**config.mk**
```make
export PLATFORM = sky130hd
export DESIGN_NAME = pwm_demodulator_flat
export DESIGN_NICKNAME = d
export VERILOG_FILES = /design/src/rtl/pwm_demodulator_if.sv /design/src/rtl/pwm_demodulator.sv /design/src/flat_wrapper.sv
export SDC_FILE = /design/constraint.sdc
export NUM_CORES = 1
export LEC_CHECK = 0
export CAP_MARGIN = 30
export CORE_ASPECT_RATIO = 1.5
export CORE_MARGIN = 3
export CORE_UTILIZATION = 55
export DETAILED_ROUTE_END_ITERATION = 10
export PLACE_DENSITY = 0.8
export SKIP_LAST_GASP = 1
export SLEW_MARGIN = 20
export SYNTH_ARGS = -nofsm -noshare
export SYNTH_HDL_FRONTEND = slang
export SYNTH_SLANG_ARGS = --single-unit
```
**constraint.sdc**
```tcl
create_clock -name clk -period 2.4 [get_ports clk]
set_clock_uncertainty 0.05 [all_clocks]
set_input_delay 0.36 -clock clk [delete_from_list [all_inputs] [get_ports clk]]
set_output_delay 0.36 -clock clk [all_outputs]
set_load 0.01 [all_outputs]
```
**src/rtl/pwm_demodulator_if.sv**
```systemverilog
// Port bundle for the PWM demodulator: control and PWM stream in, recovered samples and status out.
// The demodulator drives the slave side; the block feeding it and reading samples uses master.
interface pwm_demodulator_if #(
  parameter int WIDTH = 11
);
  logic             en;
  logic             pwm_in;
  logic [WIDTH-1:0] sample_out;
  logic             sample_valid;
  logic             locked;
  logic             sync_err;

  modport master (
    output en,
    output pwm_in,
    input  sample_out,
    input  sample_valid,
    input  locked,
    input  sync_err
  );

  modport slave (
    input  en,
    input  pwm_in,
    output sample_out,
    output sample_valid,
    output locked,
    output sync_err
  );
endinterface

```
**src/rtl/pwm_demodulator.sv**
```systemverilog
// Recovers one WIDTH-bit sample per 2^WIDTH-clock frame of a PWM stream by aligning to the
// period-start rising edge and counting high clocks across the frame.
module pwm_demodulator #(
  parameter int WIDTH       = 11,
  parameter int SYNC_STAGES = 2
) (
  input  logic               clk,
  input  logic               rstn,
  pwm_demodulator_if.slave   bus
);

  typedef enum logic {
    HUNT    = 1'b0,
    MEASURE = 1'b1
  } state_t;

  localparam logic [WIDTH-1:0] LAST_SAMPLE = '1;
  localparam logic [WIDTH-1:0] FIRST_CNT   = WIDTH'(1);
  localparam logic [WIDTH:0]   FIRST_HIGH  = (WIDTH+1)'(1);

  logic [SYNC_STAGES-1:0] sync_reg;
  logic                   s_d_reg;
  logic                   s;
  logic                   rise;

  state_t                 state_reg, state_next;
  logic [WIDTH-1:0]       frame_cnt_reg, frame_cnt_next;
  logic [WIDTH:0]         high_cnt_reg, high_cnt_next;
  logic [WIDTH:0]         total;
  logic [WIDTH-1:0]       sample_reg, sample_next;
  logic                   valid_reg, valid_next;
  logic                   locked_reg, locked_next;
  logic                   err_reg, err_next;

  // The synchronizer keeps running while disabled so edge detection is correct on re-enable.
  always_ff @(posedge clk) begin
    if (!rstn) begin
      sync_reg <= '0;
      s_d_reg  <= 1'b0;
    end else begin
      sync_reg <= {sync_reg[SYNC_STAGES-2:0], bus.pwm_in};
      s_d_reg  <= s;
    end
  end

  assign s    = sync_reg[SYNC_STAGES-1];
  assign rise = s & ~s_d_reg;

  always_ff @(posedge clk) begin
    if (!rstn) begin
      state_reg     <= HUNT;
      frame_cnt_reg <= '0;
      high_cnt_reg  <= '0;
      sample_reg    <= '0;
      valid_reg     <= 1'b0;
      locked_reg    <= 1'b0;
      err_reg       <= 1'b0;
    end else begin
      state_reg     <= state_next;
      frame_cnt_reg <= frame_cnt_next;
      high_cnt_reg  <= high_cnt_next;
      sample_reg    <= sample_next;
      valid_reg     <= valid_next;
      locked_reg    <= locked_next;
      err_reg       <= err_next;
    end
  end

  always_comb begin
    state_next     = state_reg;
    frame_cnt_next = frame_cnt_reg;
    high_cnt_next  = high_cnt_reg;
    sample_next    = sample_reg;
    valid_next     = 1'b0;
    locked_next    = locked_reg;
    err_next       = 1'b0;
    total          = high_cnt_reg + {{WIDTH{1'b0}}, s};

    if (!bus.en) begin
      state_next     = HUNT;
      frame_cnt_next = '0;
      high_cnt_next  = '0;
      locked_next    = 1'b0;
    end else begin
      case (state_reg)
        HUNT: begin
          frame_cnt_next = '0;
          high_cnt_next  = '0;
          // The rise cycle itself is sample 0 and is high.
          if (rise) begin
            state_next     = MEASURE;
            frame_cnt_next = FIRST_CNT;
            high_cnt_next  = FIRST_HIGH;
          end
        end
        MEASURE: begin
          if (rise && (frame_cnt_reg != '0)) begin
            err_next       = 1'b1;
            locked_next    = 1'b0;
            frame_cnt_next = FIRST_CNT;
            high_cnt_next  = FIRST_HIGH;
          end else if (frame_cnt_reg == LAST_SAMPLE) begin
            // Only a stuck-high frame reaches 2^WIDTH; clamp it to full scale.
            sample_next    = total[WIDTH] ? LAST_SAMPLE : total[WIDTH-1:0];
            valid_next     = 1'b1;
            locked_next    = 1'b1;
            frame_cnt_next = '0;
            high_cnt_next  = '0;
          end else begin
            frame_cnt_next = frame_cnt_reg + 1'b1;
            high_cnt_next  = total;
          end
        end
        default: begin
          state_next     = HUNT;
          frame_cnt_next = '0;
          high_cnt_next  = '0;
        end
      endcase
    end
  end

  assign bus.sample_out   = sample_reg;
  assign bus.sample_valid = valid_reg;
  assign bus.locked       = locked_reg;
  assign bus.sync_err     = err_reg;

endmodule

```
**src/flat_wrapper.sv**
```systemverilog
// flat-port wrapper written by rule: the top's interface ports become plain ports
module pwm_demodulator_flat 
#(
  parameter int WIDTH       = 11,
  parameter int SYNC_STAGES = 2
)
  (clk, rstn, bus_en, bus_pwm_in, bus_sample_out, bus_sample_valid, bus_locked, bus_sync_err);
  pwm_demodulator_if #(.WIDTH(WIDTH)) bus_i ();
  input  logic clk;
  input  logic rstn;
  input wire logic [$bits(bus_i.en)-1:0] bus_en;
  input wire logic [$bits(bus_i.pwm_in)-1:0] bus_pwm_in;
  output wire logic [$bits(bus_i.sample_out)-1:0] bus_sample_out;
  output wire logic [$bits(bus_i.sample_valid)-1:0] bus_sample_valid;
  output wire logic [$bits(bus_i.locked)-1:0] bus_locked;
  output wire logic [$bits(bus_i.sync_err)-1:0] bus_sync_err;
  assign bus_i.en = bus_en;
  assign bus_i.pwm_in = bus_pwm_in;
  assign bus_sample_out = bus_i.sample_out;
  assign bus_sample_valid = bus_i.sample_valid;
  assign bus_locked = bus_i.locked;
  assign bus_sync_err = bus_i.sync_err;
  pwm_demodulator #(.WIDTH(WIDTH), .SYNC_STAGES(SYNC_STAGES)) u_core (.clk(clk), .rstn(rstn), .bus(bus_i));
endmodule
```
## Yosys cells after proc, flatten, opt, wreduce, memory -nomap -nowiden

Index checks and enable logic that the tools add are counted.

| storage, ports and cells | value |
|---|---|
| bits in registers | 41 |
| output and inout bits | 14 |
| logic and storage cells | 41 |

| operators by class | value |
|---|---|
| add/subtract/negate cells | 2 |
| equality and inequality tests | 1 |
| multiplexer cells | 15 |
| bitwise gates (word level) | 6 |
| reductions and logical operators | 8 |

Operator list:

| kind | count |
|---|---|
| 11-bit 2-to-1 mux | 3 |
| 12-bit 2-to-1 mux | 2 |
| 12-bit one-hot mux with 2 select lines | 1 |
| 11-bit one-hot mux with 2 select lines | 1 |
| 12-bit by 1-bit adder with 12-bit output | 1 |
| 11-bit by 1-bit adder with 11-bit output (second input constant) | 1 |
| 11-bit equality test (second input constant) | 1 |
| 11-bit nonzero test | 1 |
| 1-bit 2-to-1 mux | 8 |
| 1-bit inverter | 5 |
| 2-bit AND reduction | 2 |
| 4-bit AND reduction | 1 |
| 4-bit OR reduction | 1 |
| 3-bit AND reduction | 1 |
| 2-bit nonzero test | 1 |
| 1-bit AND | 1 |
| 1-bit logical AND | 1 |

## Depth between registers and ports, before layout

Gate-level depths: netlist of the first run.

| logic depth | value |
|---|---|
| depth after elaboration | 5 |
| mapped depth | 7 |

## Worst setup path before layout of the first run

OpenSTA, ideal clock, no wires.

| path | value |
|---|---|
| kind | register to register |
| from | register u_core.frame_cnt_reg[0] |
| to | register u_core.sample_reg[0], in the netlist u_core.bus.sample_out[0] |
| library setup time | 0.119 ns |
| arrival | 1.906 ns |
| required time | 2.231 ns |
| slack | 0.326 ns |
| stages on the path, launching flop included | 8 |
| period minus slack after synthesis | 2.074 ns |
| cell sequence | dfxtp_1 > ha_1 > nand3_2 > or3_1 > buf_6 > nor4b_4 > nand2_2 > o221a_1 |

| between the ends | value |
|---|---|
| longest elaborated chain between the ends | 4 |

RTL lines:

| what | line | text |
|---|---|---|
| start, declared | pwm_demodulator.sv:27 | `logic [WIDTH-1:0] frame_cnt_reg, frame_cnt_next;` |
| start signal, assigned | pwm_demodulator.sv:60 | `frame_cnt_reg <= frame_cnt_next;` |
| 11-bit nonzero test | pwm_demodulator.sv:97 | `if (rise && (frame_cnt_reg != '0)) begin` |
| 1-bit logical AND | pwm_demodulator.sv:97 |  |
| 1-bit inverter (no line) | - |  |
| 4-bit AND reduction (no line) (*) | - |  |
| end signal, assigned | pwm_demodulator.sv:62 | `sample_reg <= sample_next;` |
| end, declared | pwm_demodulator.sv:30 | `logic [WIDTH-1:0] sample_reg, sample_next;` |

Every way passes the cells marked *; elsewhere a longest branch is shown, timed or not.
A chain may end at the register's enable or synchronous reset.

## Worst setup path in the final report of the first run

| path | value |
|---|---|
| from | register u_core.frame_cnt_reg[0] |
| to | register u_core.sample_reg[4], in the netlist u_core.bus.sample_out[4] |

The elaborated chain is that of the path after synthesis.

==> metrics, run 1 <==
Worst path max stage delay 0.46 ns; GRT Total Usage 20.6%; CORE AREA 0.00297 mm2; Setup crit start kind flop; share of cells above drive strength 1 7.98%; Area Growth Syn to Fin 17.9%; worst vdd ir 0.474 mV; fin nets 221; hold crit path type flop to flop; CP max-delay cell or3_4; commonest non-fill, non-tap cell in the layout dfxtp_1; GPL Wtd Cong 0.872; Crit Path Class flop to flop; routed wire length 3.57 mm; combinational power share 2.0%; most frequent cells in the layout dfxtp_1, nor2_1, clkdlybuf4s50_1; Initial Util 58.6%; reg-to-reg critical path startpoint u_core.frame_cnt_reg[0]$_SDFF_PP0_; Routed WL per cell 14.2 um; Avg Cell Area, Syn 9.17 um2; Slew headroom 57.4%; RSZ-0062 raised after global routing false; CP delay by family, top simple AND/OR/NAND/NOR gates; die width 52.0 um; H-Tree Depth 2; Tightest Pin Transition 0.633 ns; WP data arrival 2.37 ns; clock share of power 38.2%; DR DRC count 0; Clock Tree Buf Depth 2; number of detailed-routing iterations run before antenna repair 4; Clock Latency Late Sink 0.28 ns; DP HPWL 2.70 mm; cts bufs inserted 5; pwr/cell area 557 mW/mm2; CTS Hold Bufs 0; fin. max-slew vios 0; setup TNS 0 ns; YS warnings 0; max-cap viol count 0; Post-Synthesis Cell Area 0.00174 mm2; register area share after synthesis 47.1%; LEAKAGE 0.000650 uW; die footprint 0.00389 mm2; Period Utilization, post-route 93.3%; Die Span Y 74.9 um; vias per std cell 5.48; Sw Ratio 19.5%; largest fanout on the critical path 6; Root Buffer clkbuf_8; Sw Pwr 223 uW; status finished, final reports clean; Seq pwr share 59.8%; Diodes inserted 0; hold_ws 0.399 ns; global route total overflow 0; row count 24; number of hold violations in the final report 0; io pins 18; final setup fails 0; CTS tree built; cells along the critical path ha_1 > nand3_2 > or3_4 > nor4b_4 > nand2_2 > o221a_1; Mapped Nets 198; Gate Count Post-Synth 190; Final ANT Viol Nets 0; largest net degree at the start of global routing 16; Pint 922 uW; global-route wire length before repair 5.89 mm; Clock Sink Count 41; Worst setup startpoint u_core.frame_cnt_reg[0]$_SDFF_PP0_; Largest register FFs 12; Reg clk slew, reported paths 0.07 ns; critical path required time 2.53 ns; Util after Layout 69.1%; initial antenna violation count 0; Yosys reg bits 41; hold wc startpoint u_core.sync_reg[0]$_SDFF_PN0_; total power 1140 uW; # port buffers 17; vias in the first global route 1364; CP Capture Type flop; Vias 1382; minimum clock period 2.24 ns; DRT iter0 DRCs 35; count of cell types in the netlist 35; Crit path buffers/inverters 0; Max Clk Rate 446 MHz
==> synth_stat cells <==
library cell / instances / area share, %
nand3_2: 1 / 0.57
nor2_1: 27 / 5.8
xor2_1: 6 / 3.0
a21boi_0: 1 / 0.43
nand4_2: 1 / 0.72
o21a_1: 1 / 0.43
nand2b_1: 2 / 0.72
nor3_1: 5 / 1.4
dfxtp_1: 41 / 47
xnor2_1: 16 / 8.0
a31o_2: 1 / 0.50
o22ai_1: 3 / 1.1
nand2_1: 15 / 3.2
nor4_1: 5 / 1.8
a31oi_1: 2 / 0.72
a41oi_1: 1 / 0.50
and4b_1: 1 / 0.57
o21ai_0: 3 / 0.86
and2_1: 3 / 1.1
o31ai_1: 2 / 0.86
nand2_2: 1 / 0.36
nor4b_4: 1 / 1.4
nand3_1: 13 / 3.7
buf_6: 1 / 0.65
o311ai_0: 1 / 0.50
ha_1: 4 / 2.9
a21o_1: 1 / 0.43
nor2b_1: 4 / 1.4
a21oi_1: 3 / 0.86
or3_1: 2 / 0.72
clkbuf_1: 1 / 0.22
nand4_1: 3 / 1.1
o221a_1: 5 / 3.2
inv_1: 9 / 1.9
buf_2: 4 / 1.1
==> per-stage QoR <==
| step | setup slack [ns] | cell area, um2 | std cells |
|---|---|---|---|
| after CTS | 0.105 | 2040 | 250 |
| after detailed placement | 0.119 | 1950 | 243 |
| after global routing | 0.00155 | 2060 | 252 |
| after floorplan | 0.326 | 1740 | 190 |
| after global placement | 0.224 | 1950 | 243 |
| final | 0.160 | 2060 | 252 |
==> timing repair <==
| item | CTS | global route |
|---|---|---|
| buffers inserted | 0 | 2 |
| setup endpoints to repair | 0 | 6 |
| resized for setup | 0 | 1 |
==> worst paths after layout <==
check	end	slack, ns	cells past startpoint
setup reg to reg	u_core.bus.sample_out[4]$_SDFFE_PN0P_	0.16	6
hold reg to reg	u_core.sync_reg[1]$_SDFF_PN0_	0.40	1
hold / removal	u_core.sync_reg[1]$_SDFF_PN0_	0.40	1
setup / recovery	u_core.bus.sample_out[4]$_SDFFE_PN0P_	0.16	6
==> power groups by stage <==
stage	registers, uW	clock network, uW	logic [uW]
floorplan	700	0	12.9
global placement	700	0	22.2
detailed placement	700	0	22.7
CTS	685	448	22.8
global route	685	471	24.8
finish	685	437	22.7
==> logic make-up after synthesis <==
logic type | synth area share [%]
simple gates | 24.6
xor+xnor | 11.1
compound gates | 10.4
fa+ha+maj | 2.87
buf+inv | 3.95
flops | 47.1
==> cell type report <==
type,instances,area [um2]
Clock buffer,7,86.3
Timing Repair Buffer,22,208
Tap cell,39,48.8
Sequential cell,41,821
Inverter,9,33.8
Fill cell,233,917
Multi-Input combinational cell,134,858
==> layer usage <==
layer	vias to the layer above	GRT usage, %	wire length, um
met5	-	0	0
met1	656	20.7	1420
met3	7	4.95	83
li1	698	-	-
met4	0	9.04	59
met2	21	39.0	2010
Note: power is estimated with default switching activity, not from simulation.
==> run 2: changes to the inputs <==
--- a/config.mk
+++ b/config.mk
@@ -6,7 +6,7 @@
 export NUM_CORES = 1
 export LEC_CHECK = 0
 export CAP_MARGIN = 30
-export CORE_ASPECT_RATIO = 1.5
+export CORE_ASPECT_RATIO = 0.7
 export CORE_MARGIN = 3
 export CORE_UTILIZATION = 55
 export DETAILED_ROUTE_END_ITERATION = 10
==> metrics, run 2 (synthesis results as in run 1) <==
status finished, final reports clean; post-CTS setup repair buffer count 0 (unchanged); cts bufs inserted 5 (unchanged); critical path required time 2.57 ns (+0.04 ns); routed wire length 3.64 mm (+1.9%); CP Capture Type flop; share of cells above drive strength 1 8.02% (+0.038 points); Reg clk slew, reported paths 0.08 ns (about the same); Diodes inserted 0 (unchanged); Period Utilization, post-route 94.7% (+1.4 points); row count 16 (-33%); vias per std cell 5.67 (+3.3%); Vias 1405 (+1.7%); GPL Wtd Cong 0.819 (-6.1%); max-cap viol count 0 (unchanged); most frequent cells in the layout dfxtp_1, nor2_1, clkdlybuf4s50_1; die width 73.3 um (+41%); pwr/cell area 620 mW/mm2 (+11%); CORE AREA 0.00290 mm2 (-2.4%); dpl cell area 0.00195 mm2 (-0.19%); DRT iter0 DRCs 114 (+230%); WHS Path Cells 1 (unchanged); fin nets 219 (-0.90%); Tightest Pin Transition 0.610 ns (-0.0232 ns); vias in the first global route 1275 (-6.5%); Cells after DPL 240 (-1.2%); number of hold violations in the final report 0 (unchanged); initial antenna violation count 0 (unchanged); setup TNS 0 ns (unchanged); minimum clock period 2.27 ns (+0.0328 ns); Routed WL per cell 14.7 um (+3.5%); # port buffers 17 (unchanged); Layout Cells excl Fill 248 (-1.6%); number of detailed-routing iterations run before antenna repair 4 (unchanged); Crit Path Class flop to flop; final setup fails 0 (unchanged); hold crit path type flop to flop; Largest register FFs 12 (unchanged); fin. max-slew vios 0 (unchanged); io pins 18 (unchanged); DR DRC count 0 (unchanged); RSZ-0062 raised after global routing false; Final ANT Viol Nets 0 (unchanged); worst vdd ir 0.501 mV (+5.6%); Clock Tree Buf Depth 2 (unchanged); DP HPWL 2.66 mm (-1.7%); Area Growth Syn to Fin 18.8%; CTS tree built; H-Tree Depth 2 (unchanged); LEAKAGE 0.000654 uW (+0.53%); die footprint 0.00389 mm2 (about the same); Storage cell area 821 um2 (unchanged); Clock Latency Late Sink 0.30 ns (+0.02 ns); Clock Sink Count 41 (unchanged); total power 1280 uW (+12%); global route total overflow 0 (unchanged); Max Clk Rate 440 MHz (-1.4%); largest net degree at the start of global routing 18 (+2); largest fanout on the critical path 6 (unchanged); area of the multi-input gates 858 um2 (unchanged); hold_ws 0.420 ns (+0.0209 ns); Slew headroom 58.8% (+1.4 points); Fillers 194 (-17%); GRT Total Usage 21.6% (+1.0 points); global-route wire length before repair 6.13 mm (+4.1%); commonest non-fill, non-tap cell in the layout dfxtp_1; r2r worst-path depth 7 (+1); Setup crit start kind flop; post-route cell area 0.00207 mm2 (+0.73%); Die Span Y 53.1 um (-29%); Initial Util 60.0% (+1.4 points); WP data arrival 2.45 ns (+0.08 ns); Root Buffer clkbuf_8
run 2: changes by cell type in the layout (fill, tap and decap cells not counted), sizes merged:
cell	change
clkinvlp	+1
buf	-2
clkbuf	-1
bufinv	+1
run 2: where the power goes:
group,leakage [uW],internal (uW),total (uW),switching [uW]
clock network,0.0000574,338,577,239
logic,0.000266,10.3,23.0,12.8
registers,0.000331,683,685,1.77
total,0.000654,1030,1280,254
run 2: layout make-up:
cell class	count	area share (%)
clock buffer	6	3.99
sequential	41	39.6
clock inverter	2	1.81
timing repair buffer	20	9.31
tap	36	2.18
multi-input combinational	134	41.5
inverter	9	1.63
run 2: path summary, 6_finish.rpt:
check / endpoint / slack, ns / start
hold reg to reg: u_core.sync_reg[1]$_SDFF_PN0_ / 0.42 / u_core.sync_reg[0]$_SDFF_PN0_
setup reg to reg: u_core.bus.sample_out[7]$_SDFFE_PN0P_ / 0.13 / u_core.frame_cnt_reg[0]$_SDFF_PP0_
setup / recovery: u_core.bus.sample_out[7]$_SDFFE_PN0P_ / 0.13 / u_core.frame_cnt_reg[0]$_SDFF_PP0_
hold / removal: u_core.sync_reg[1]$_SDFF_PN0_ / 0.42 / u_core.sync_reg[0]$_SDFF_PN0_
run 2: repair_timing:
action | CTS | global route
hold endpoints to repair | 0 | 0
setup endpoints to repair | 0 | 1
hold buffers | 0 | 0
resized for setup | 0 | 1
run 2: per-layer routing:
layer | vias to the layer above | global-route usage, % | part of all wire (%)
li1 | 694 | - | -
met1 | 650 | 30.4 | 51
met2 | 55 | 29.4 | 41
met3 | 6 | 8.73 | 7.3
met4 | 0 | 7.06 | 0.82
met5 | - | 0 | 0
run 2: stage by stage:
stage          setup slack, ns  utilization [%]
2_1_floorplan            0.326                -
3_3_place_gp             0.258             67.0
3_5_place_dp             0.144             67.0
4_1_cts                  0.105             71.2
5_1_grt               0.000142             71.3
6_report                 0.127             71.3
run 2: critical path, cell delays in order (launching register included):
cell,delay (ns)
dfxtp_1,0.40
ha_1,0.25
nand3_2,0.15
or3_4,0.47
nor4b_4,0.41
buf_4,0.19
nand2_1,0.08
o22ai_1,0.20
==> run 3: changes to the inputs <==
--- a/config.mk
+++ b/config.mk
@@ -6,11 +6,13 @@
 export NUM_CORES = 1
 export LEC_CHECK = 0
 export CAP_MARGIN = 30
+export CELL_PAD_IN_SITES_DETAIL_PLACEMENT = 0
+export CELL_PAD_IN_SITES_GLOBAL_PLACEMENT = 1
 export CORE_ASPECT_RATIO = 0.7
 export CORE_MARGIN = 3
-export CORE_UTILIZATION = 55
+export CORE_UTILIZATION = 42
 export DETAILED_ROUTE_END_ITERATION = 10
-export PLACE_DENSITY = 0.8
+export PLACE_DENSITY = 0.79
 export SKIP_LAST_GASP = 1
 export SLEW_MARGIN = 20
 export SYNTH_ARGS = -nofsm -noshare
==> metrics, run 3 (synthesis results as in run 1) <==
Diodes inserted 0 (unchanged); vias in the first global route 1285 (+0.78%); Root Buffer clkbuf_8; CORE AREA 0.00374 mm2 (+29%); fin nets 219 (unchanged); CTS Hold Bufs 0 (unchanged); CTS resizes 0 (unchanged); critical path required time 2.57 ns (about the same); initial antenna violation count 0 (unchanged); Setup crit start kind flop; Clock Sink Count 41 (unchanged); global-route wire length before repair 6.32 mm (+3.0%); minimum clock period 2.17 ns (-0.0985 ns); largest net degree at the start of global routing 20 (+2); most frequent cells in the layout dfxtp_1, nor2_1, clkdlybuf4s50_1; CTS tree built; Tightest Pin Transition 0.577 ns (-0.0327 ns); hold crit path type flop to flop; io pins 18 (unchanged); RSZ-0062 raised after global routing false; Initial Util 46.6% (-13 points); H-Tree Depth 2 (unchanged); Clock Latency Late Sink 0.30 ns (about the same); Clock Tree Buf Depth 2 (unchanged); Die Span Y 59.9 um (+13%); Slew headroom 61.0% (+2.2 points); Crit Path Class flop to flop; vias per std cell 5.22 (-7.8%); setup TNS 0 ns (unchanged); cells along the critical path ha_1 > nand3_2 > or3_1 > nor4b_4 > buf_4 > nand2_1 > o22ai_1; global route total overflow 0 (unchanged); final setup fails 0 (unchanged); GRT Total Usage 16.5% (-5.1 points); Worst R2R Setup Slack 0.23 ns (+0.10 ns); Routed WL per cell 14.1 um (-3.7%); max-cap viol count 0 (unchanged); LEAKAGE 0.000649 uW (-0.78%); cts bufs inserted 5 (unchanged); pwr/cell area 601 mW/mm2 (-3.1%); Period Utilization, post-route 90.6% (-4.1 points); CP Capture Type flop; Fillers 366 (+89%); post-CTS setup repair buffer count 0 (unchanged); Area Growth Syn to Fin 18.6%; GPL Wtd Cong 0.810 (-1.1%); die width 83.0 um (+13%); Worst path max stage delay 0.54 ns (+0.07 ns); Reg clk slew, reported paths 0.08 ns (about the same); DR DRC count 0 (unchanged); worst vdd ir 0.335 mV (-33%); hold_ws 0.392 ns (-0.0272 ns); row count 18 (+2); Vias 1363 (-3.0%); status finished, final reports clean; largest fanout on the critical path 6 (unchanged); fin. max-slew vios 0 (unchanged); DRT iter0 DRCs 112 (-1.8%); # port buffers 17 (unchanged); CP max-delay cell or3_1; Largest register FFs 12 (unchanged); number of hold violations in the final report 0 (unchanged); Final ANT Viol Nets 0 (unchanged); routed wire length 3.69 mm (+1.3%); die footprint 0.00497 mm2 (+28%); DP HPWL 2.63 mm (-0.90%); share of cells above drive strength 1 7.11% (-0.91 points); number of detailed-routing iterations run before antenna repair 5 (+1); WP data arrival 2.35 ns (-0.10 ns); Max Clk Rate 460 MHz (+4.5%); commonest non-fill, non-tap cell in the layout dfxtp_1
## run 3: cell types whose count changed in the layout (fill, tap and decap cells not counted)
cell,before,now
clkbuf_8,6,5
clkinv_2,0,1
clkinvlp_4,1,0
or3_1,1,2
or3_4,1,0
## run 3: layer usage
layer / share of wire (%) / global-route usage, % / vias to the layer above
met2: 39 / 21.5 / 26
met5: 0 / 0 / -
met1: 55 / 24.7 / 638
met4: 1.9 / 7.69 / 0
li1: - / - / 691
met3: 4.9 / 4.41 / 8
## run 3: path summary, 6_finish.rpt
| path | cells after the start | startpoint | to |
|---|---|---|---|
| max reg2reg | 7 | u_core.frame_cnt_reg[0]$_SDFF_PP0_ | u_core.bus.sample_out[5]$_SDFFE_PN0P_ |
| max | 7 | u_core.frame_cnt_reg[0]$_SDFF_PP0_ | u_core.bus.sample_out[5]$_SDFFE_PN0P_ |
| min | 1 | u_core.sync_reg[0]$_SDFF_PN0_ | u_core.sync_reg[1]$_SDFF_PN0_ |
| min reg2reg | 1 | u_core.sync_reg[0]$_SDFF_PN0_ | u_core.sync_reg[1]$_SDFF_PN0_ |
## run 3: power by group
| part | internal [uW] | switching (uW) | total, uW |
|---|---|---|---|
| clock network | 302 | 233 | 535 |
| logic | 10.2 | 12.6 | 22.8 |
| registers | 683 | 1.70 | 684 |
| total | 995 | 248 | 1240 |
## run 3: cell type report
cell class	instances	area (um2)	area share, %
Timing Repair Buffer	20	193	9.32
Sequential cell	41	821	39.7
Clock inverter	2	35.0	1.69
Multi-Input combinational cell	134	853	41.3
Tap cell	50	62.6	3.03
Clock buffer	5	68.8	3.33
Inverter	9	33.8	1.63
## run 3: critical path, delay by kind of cell, from the launching register on
kind	cells	cell delay [ns]
DFF	1	0.38
and+or+nand+nor	4	1.06
AOI/OAI and AO/OA	1	0.18
buffers and inverters	1	0.19
adders and majority gates	1	0.24
## run 3: through the flow
stage                     worst slack (ns)  area, um2  util [%]  cells  total power (uW)
after floorplan                      0.326       1740         -    190               713
after global placement               0.345       1960      52.5    254               723
after detailed placement             0.242       1960      52.5    254               723
after CTS                            0.225       2070      55.3    261              1260
after global routing                0.0857       2070      55.3    261              1290
final                                0.226       2070      55.3    261              1240
